<file path="src/rtl/fx_quant_sat_pipe.sv">
// fx_quant_sat_pipe: two-stage signed fixed-point narrowing (round, then saturate or wrap) with valid/ready and overflow counter
// ports: clk/rst (sync, active high); i_valid/i_ready/i_data input handshake;
//        o_valid/o_ready/o_data/o_ovf output handshake with overflow flag;
//        cnt_clr clears ovf_cnt, the saturating count of delivered overflowed samples
module fx_quant_sat_pipe #(
  parameter int IN_W     = 16,
  parameter int IN_FRAC  = 10,
  parameter int OUT_W    = 12,
  parameter int OUT_FRAC = 8,
  parameter int RND_MODE = 1,
  parameter int SAT_MODE = 1,
  parameter int CNT_W    = 16
) (
  input  logic             clk,
  input  logic             rst,
  input  logic             i_valid,
  output logic             i_ready,
  input  logic [IN_W-1:0]  i_data,
  output logic             o_valid,
  input  logic             o_ready,
  output logic [OUT_W-1:0] o_data,
  output logic             o_ovf,
  input  logic             cnt_clr,
  output logic [CNT_W-1:0] ovf_cnt
);
  localparam int SH = IN_FRAC - OUT_FRAC;
  localparam int LS = SH < 0 ? -SH : 0;
  localparam int QW = IN_W + 1 + LS;
  logic signed [QW-1:0] ext, q, s1_q, hi, lo;
  logic                 s1_v, s1_adv, s2_adv, ovf;
  logic [OUT_W-1:0]     res;
  // one extra headroom bit so the rounding add cannot overflow
  assign ext = {{(QW-IN_W){i_data[IN_W-1]}}, i_data};
  generate
    if (SH > 0) begin : g_rs
      logic signed [QW-1:0] sum;
      assign sum = ext + QW'(RND_MODE != 0 ? 2 ** (SH - 1) : 0);
      assign q   = sum >>> SH;
    end else begin : g_ls
      assign q = ext <<< LS;
    end
  endgenerate
  assign hi  = {{(QW-OUT_W+1){1'b0}}, {(OUT_W-1){1'b1}}};
  assign lo  = ~hi;
  assign ovf = s1_q > hi || s1_q < lo;
  assign res = (SAT_MODE != 0 && ovf) ? (s1_q[QW-1] ? {1'b1, {(OUT_W-1){1'b0}}} : {1'b0, {(OUT_W-1){1'b1}}})
                                      : s1_q[OUT_W-1:0];
  assign s2_adv  = !o_valid || o_ready;
  assign s1_adv  = !s1_v || s2_adv;
  assign i_ready = s1_adv;
  always_ff @(posedge clk) begin
    if (rst) begin
      s1_v    <= 1'b0;
      s1_q    <= '0;
      o_valid <= 1'b0;
      o_data  <= '0;
      o_ovf   <= 1'b0;
    end else begin
      if (s1_adv) begin
        s1_v <= i_valid;
        s1_q <= q;
      end
      if (s2_adv) begin
        o_valid <= s1_v;
        if (s1_v) begin
          o_data <= res;
          o_ovf  <= ovf;
        end
      end
    end
  end
  always_ff @(posedge clk) begin
    if (rst || cnt_clr) ovf_cnt <= '0;
    else if (o_valid && o_ready && o_ovf && !(&ovf_cnt)) ovf_cnt <= ovf_cnt + CNT_W'(1);
  end
endmodule

</file>
<file path="config.mk">
export PLATFORM = sky130hd
export DESIGN_NAME = fx_quant_sat_pipe
export DESIGN_NICKNAME = d
export VERILOG_FILES = /design/src/rtl/fx_quant_sat_pipe.sv
export SDC_FILE = /design/constraint.sdc
export NUM_CORES = 1
export LEC_CHECK = 0
export BUFFER_PORTS_ARGS = -buffer_cell sky130_fd_sc_hd__buf_2
export CAP_MARGIN = 20
export CORE_MARGIN = 1
export CORE_UTILIZATION = 40
export DETAILED_ROUTE_END_ITERATION = 10
export PLACE_DENSITY_LB_ADDON = 0.15
export SLEW_MARGIN = 0
export SYNTH_ARGS = -nofsm -noshare
export SYNTH_HDL_FRONTEND = slang
export SYNTH_SLANG_ARGS = --single-unit
</file>
<file path="constraint.sdc">
create_clock -name clk -period 1.7 [get_ports clk]
set_input_delay 0.255 -clock clk [delete_from_list [all_inputs] [get_ports clk]]
set_output_delay 0.255 -clock clk [all_outputs]
set_load 0.01 [all_outputs]
</file>
==> metrics.txt <==
Place WS=0.02295 ns; # diodes=0; total power=2040 uW; routed length per instance=12.95 um; CP required=1.93 ns; grt total ovfl=0; area occupied by multi-input gates=0.001221 mm^2; clk_lat worst skew=0.30 ns; Post-Syn Nets=282; vias in the first global route=1,764; synth warn=0; row count=26; Reg clk slew, reported paths=0.09 ns; Final Hold Viols=0; Storage cell area=933.4 um^2; mean post-synth cell area=8.353 um^2; Die W=75.54 um; Root Buffer=clkbuf_8; fin util=0.5448; largest net degree at the start of global routing=34; DR iter-0 viols=110; nets=353; crit path kind=reg -> reg; final WL=5191 um; detailed placement HPWL=3899 um; total CTS buffers=5; CTS H-tree depth=2; CTS max path bufs=2; Mapped Area=0.002163 mm^2; initial antenna violation count=0; Vias=2,089; Ports=52; final cell count without fillers=401; ys flop type=dfxtp_1; Post-CTS Setup Bufs=0; fin crit share=0.9664; Slew HR=0.6874; maximum VDD drop=0.3587 mV; RSZ-0062 raised after global routing=yes; Final Setup Violations=0; final hold slack=0.1591 ns; Post-synth top cells=dfxtp_1 (46), nor2_1 (34), nand2_1 (27); Die H=75.54 um; register area share after synthesis=0.4257; Final min period=1.643 ns; Startpoint Class=register; Final GP Congestion=0.8150; clk_skew=0.003407 ns; # fillers=513; cell with the most instances after synthesis=dfxtp_1; Routed Antenna Nets=0; placed cell count=393; Synth area leader=dfxtp_1; Area contributors post-synth=dfxtp_1 (43%), a211oi_1 (8.0%), nor2_1 (5.9%); Slew Limit Fails=0; Pwr Density=724.0 mW/mm^2; Static Leakage=0.001135 uW; clock sink total=46; CTS tree=done; fmax=0.6087 GHz; Setup crit end kind=register; Pre-Repair DR Iteration Count=4; Worst-Margin Slew=0.4689 ns; Die ar.=0.005706 mm^2; Worst Setup Slack, final=0.05717 ns; Seq cells post-synth=46; Max Cap Viol=0; Syn Inst Count=259; Post-synth EDFFs=0; Tot GR Track Use=0.1953; post-synth top area share=0.4257; area delta synth->final=30.25%; post-DR vias/cell=5.209; synth unique cells=34; IO buf count=50; first-pass GRT wire length=8383 um; Core ar.=0.005172 mm^2; ratio of cells with drive above 1 in the final layout=0.3112; Critical Path AT=1.88 ns; post-synthesis async set-or-reset flop share=0; initial core utilization=0.4182; Hold/Removal Path Class=in -> reg; critical path fanouts, max=18; drc violations=0; status=finished, final reports clean
worst paths after layout:
check / cells past startpoint / startpoint / end / slack (ns)
max: 6 / ovf_cnt[0]$_SDFFE_PP0P_ / ovf_cnt[11]$_SDFFE_PP0P_ / 0.06
min: 3 / i_valid / s1_v$_SDFFE_PP0P_ / 0.16
max reg2reg: 6 / ovf_cnt[0]$_SDFFE_PP0P_ / ovf_cnt[11]$_SDFFE_PP0P_ / 0.06
min reg2reg: 2 / s1_q[4]$_SDFFE_PP0P_ / o_data[4]$_SDFFE_PP0P_ / 0.47
worst max-delay path: stages (launching register included):
cell and delay, ns:
dfxtp_4 0.36, ha_4 0.15, nand4_1 0.18, nor4_4 0.09, buf_12 0.16, or4_1 0.50
a21oi_1 0.13
cells by family (layout without fill, tap and decap cells):
kind of cell / count (synthesis) / in the layout / share of synthesized area
and+or+nand+nor: 121 / 121 / 0.2892
AOI/OAI and AO/OA: 57 / 57 / 0.1787
DFF: 46 / 46 / 0.4257
buffers and inverters: 18 / 90 / 0.03181
xor gates and xnor gates: 11 / 11 / 0.04453
muxes: 4 / 4 / 0.01851
adders and majority gates: 2 / 2 / 0.01157
cell type report:
class,instances,area share
repair buffers,78,0.1679
inverters,4,0.005329
clock buffers,5,0.02442
well taps,70,0.03108
multi-input cells,195,0.4334
clock inverters,3,0.006661
flip-flops and latches,46,0.3313
stage by stage:
step	cell area [um^2]	TNS, ns
finish	2818	0
global route	2818	-0.01246
CTS	2791	0
detailed placement	2704	0
global placement	2704	0
floorplan	2197	0
report_power, final:
group	total (uW)	switching (uW)	leakage, uW	internal (uW)
registers	1150	24.9	0.000381	1120
clock network	673	383	0.0000483	290
logic	219	126	0.000705	93.4
total	2040	534	0.00113	1510
repair_timing:
action / 4_1_cts / 5_1_grt
hold buffers: 0 / 0
resized for setup: 0 / 8
hold endpoints to repair: 0 / 0
setup endpoints to repair: 0 / 9
cell usage in the layout (no fill, tap or decap), drive strengths merged, types with 4 or more instances in the layout:
master  count
a211oi     23
a21oi      14
and4        5
buf        78
clkbuf      5
dfxtp      46
inv         5
mux2i       4
nand2      27
nand3      15
nand4       9
nor2       34
nor3        5
o21ai       5
o31ai       8
or3         7
or4         9
xnor2       5
xor2        6
layer usage:
layer  part of all wire  vias up  track usage
li1                   -     1097            -
met1               0.51      945       0.2730
met2               0.44       42       0.2986
met3              0.040        5      0.04233
met4             0.0094        0      0.06584
met5                  0        -            0
sequential cells by signal, indices dropped and copies added, names as in the netlist:
register and flops:
s1_v 1, o_ovf 1, s1_q 15, o_valid 1, ovf_cnt 16, o_data 12
No activity file was read; power rests on OpenSTA's default activity.
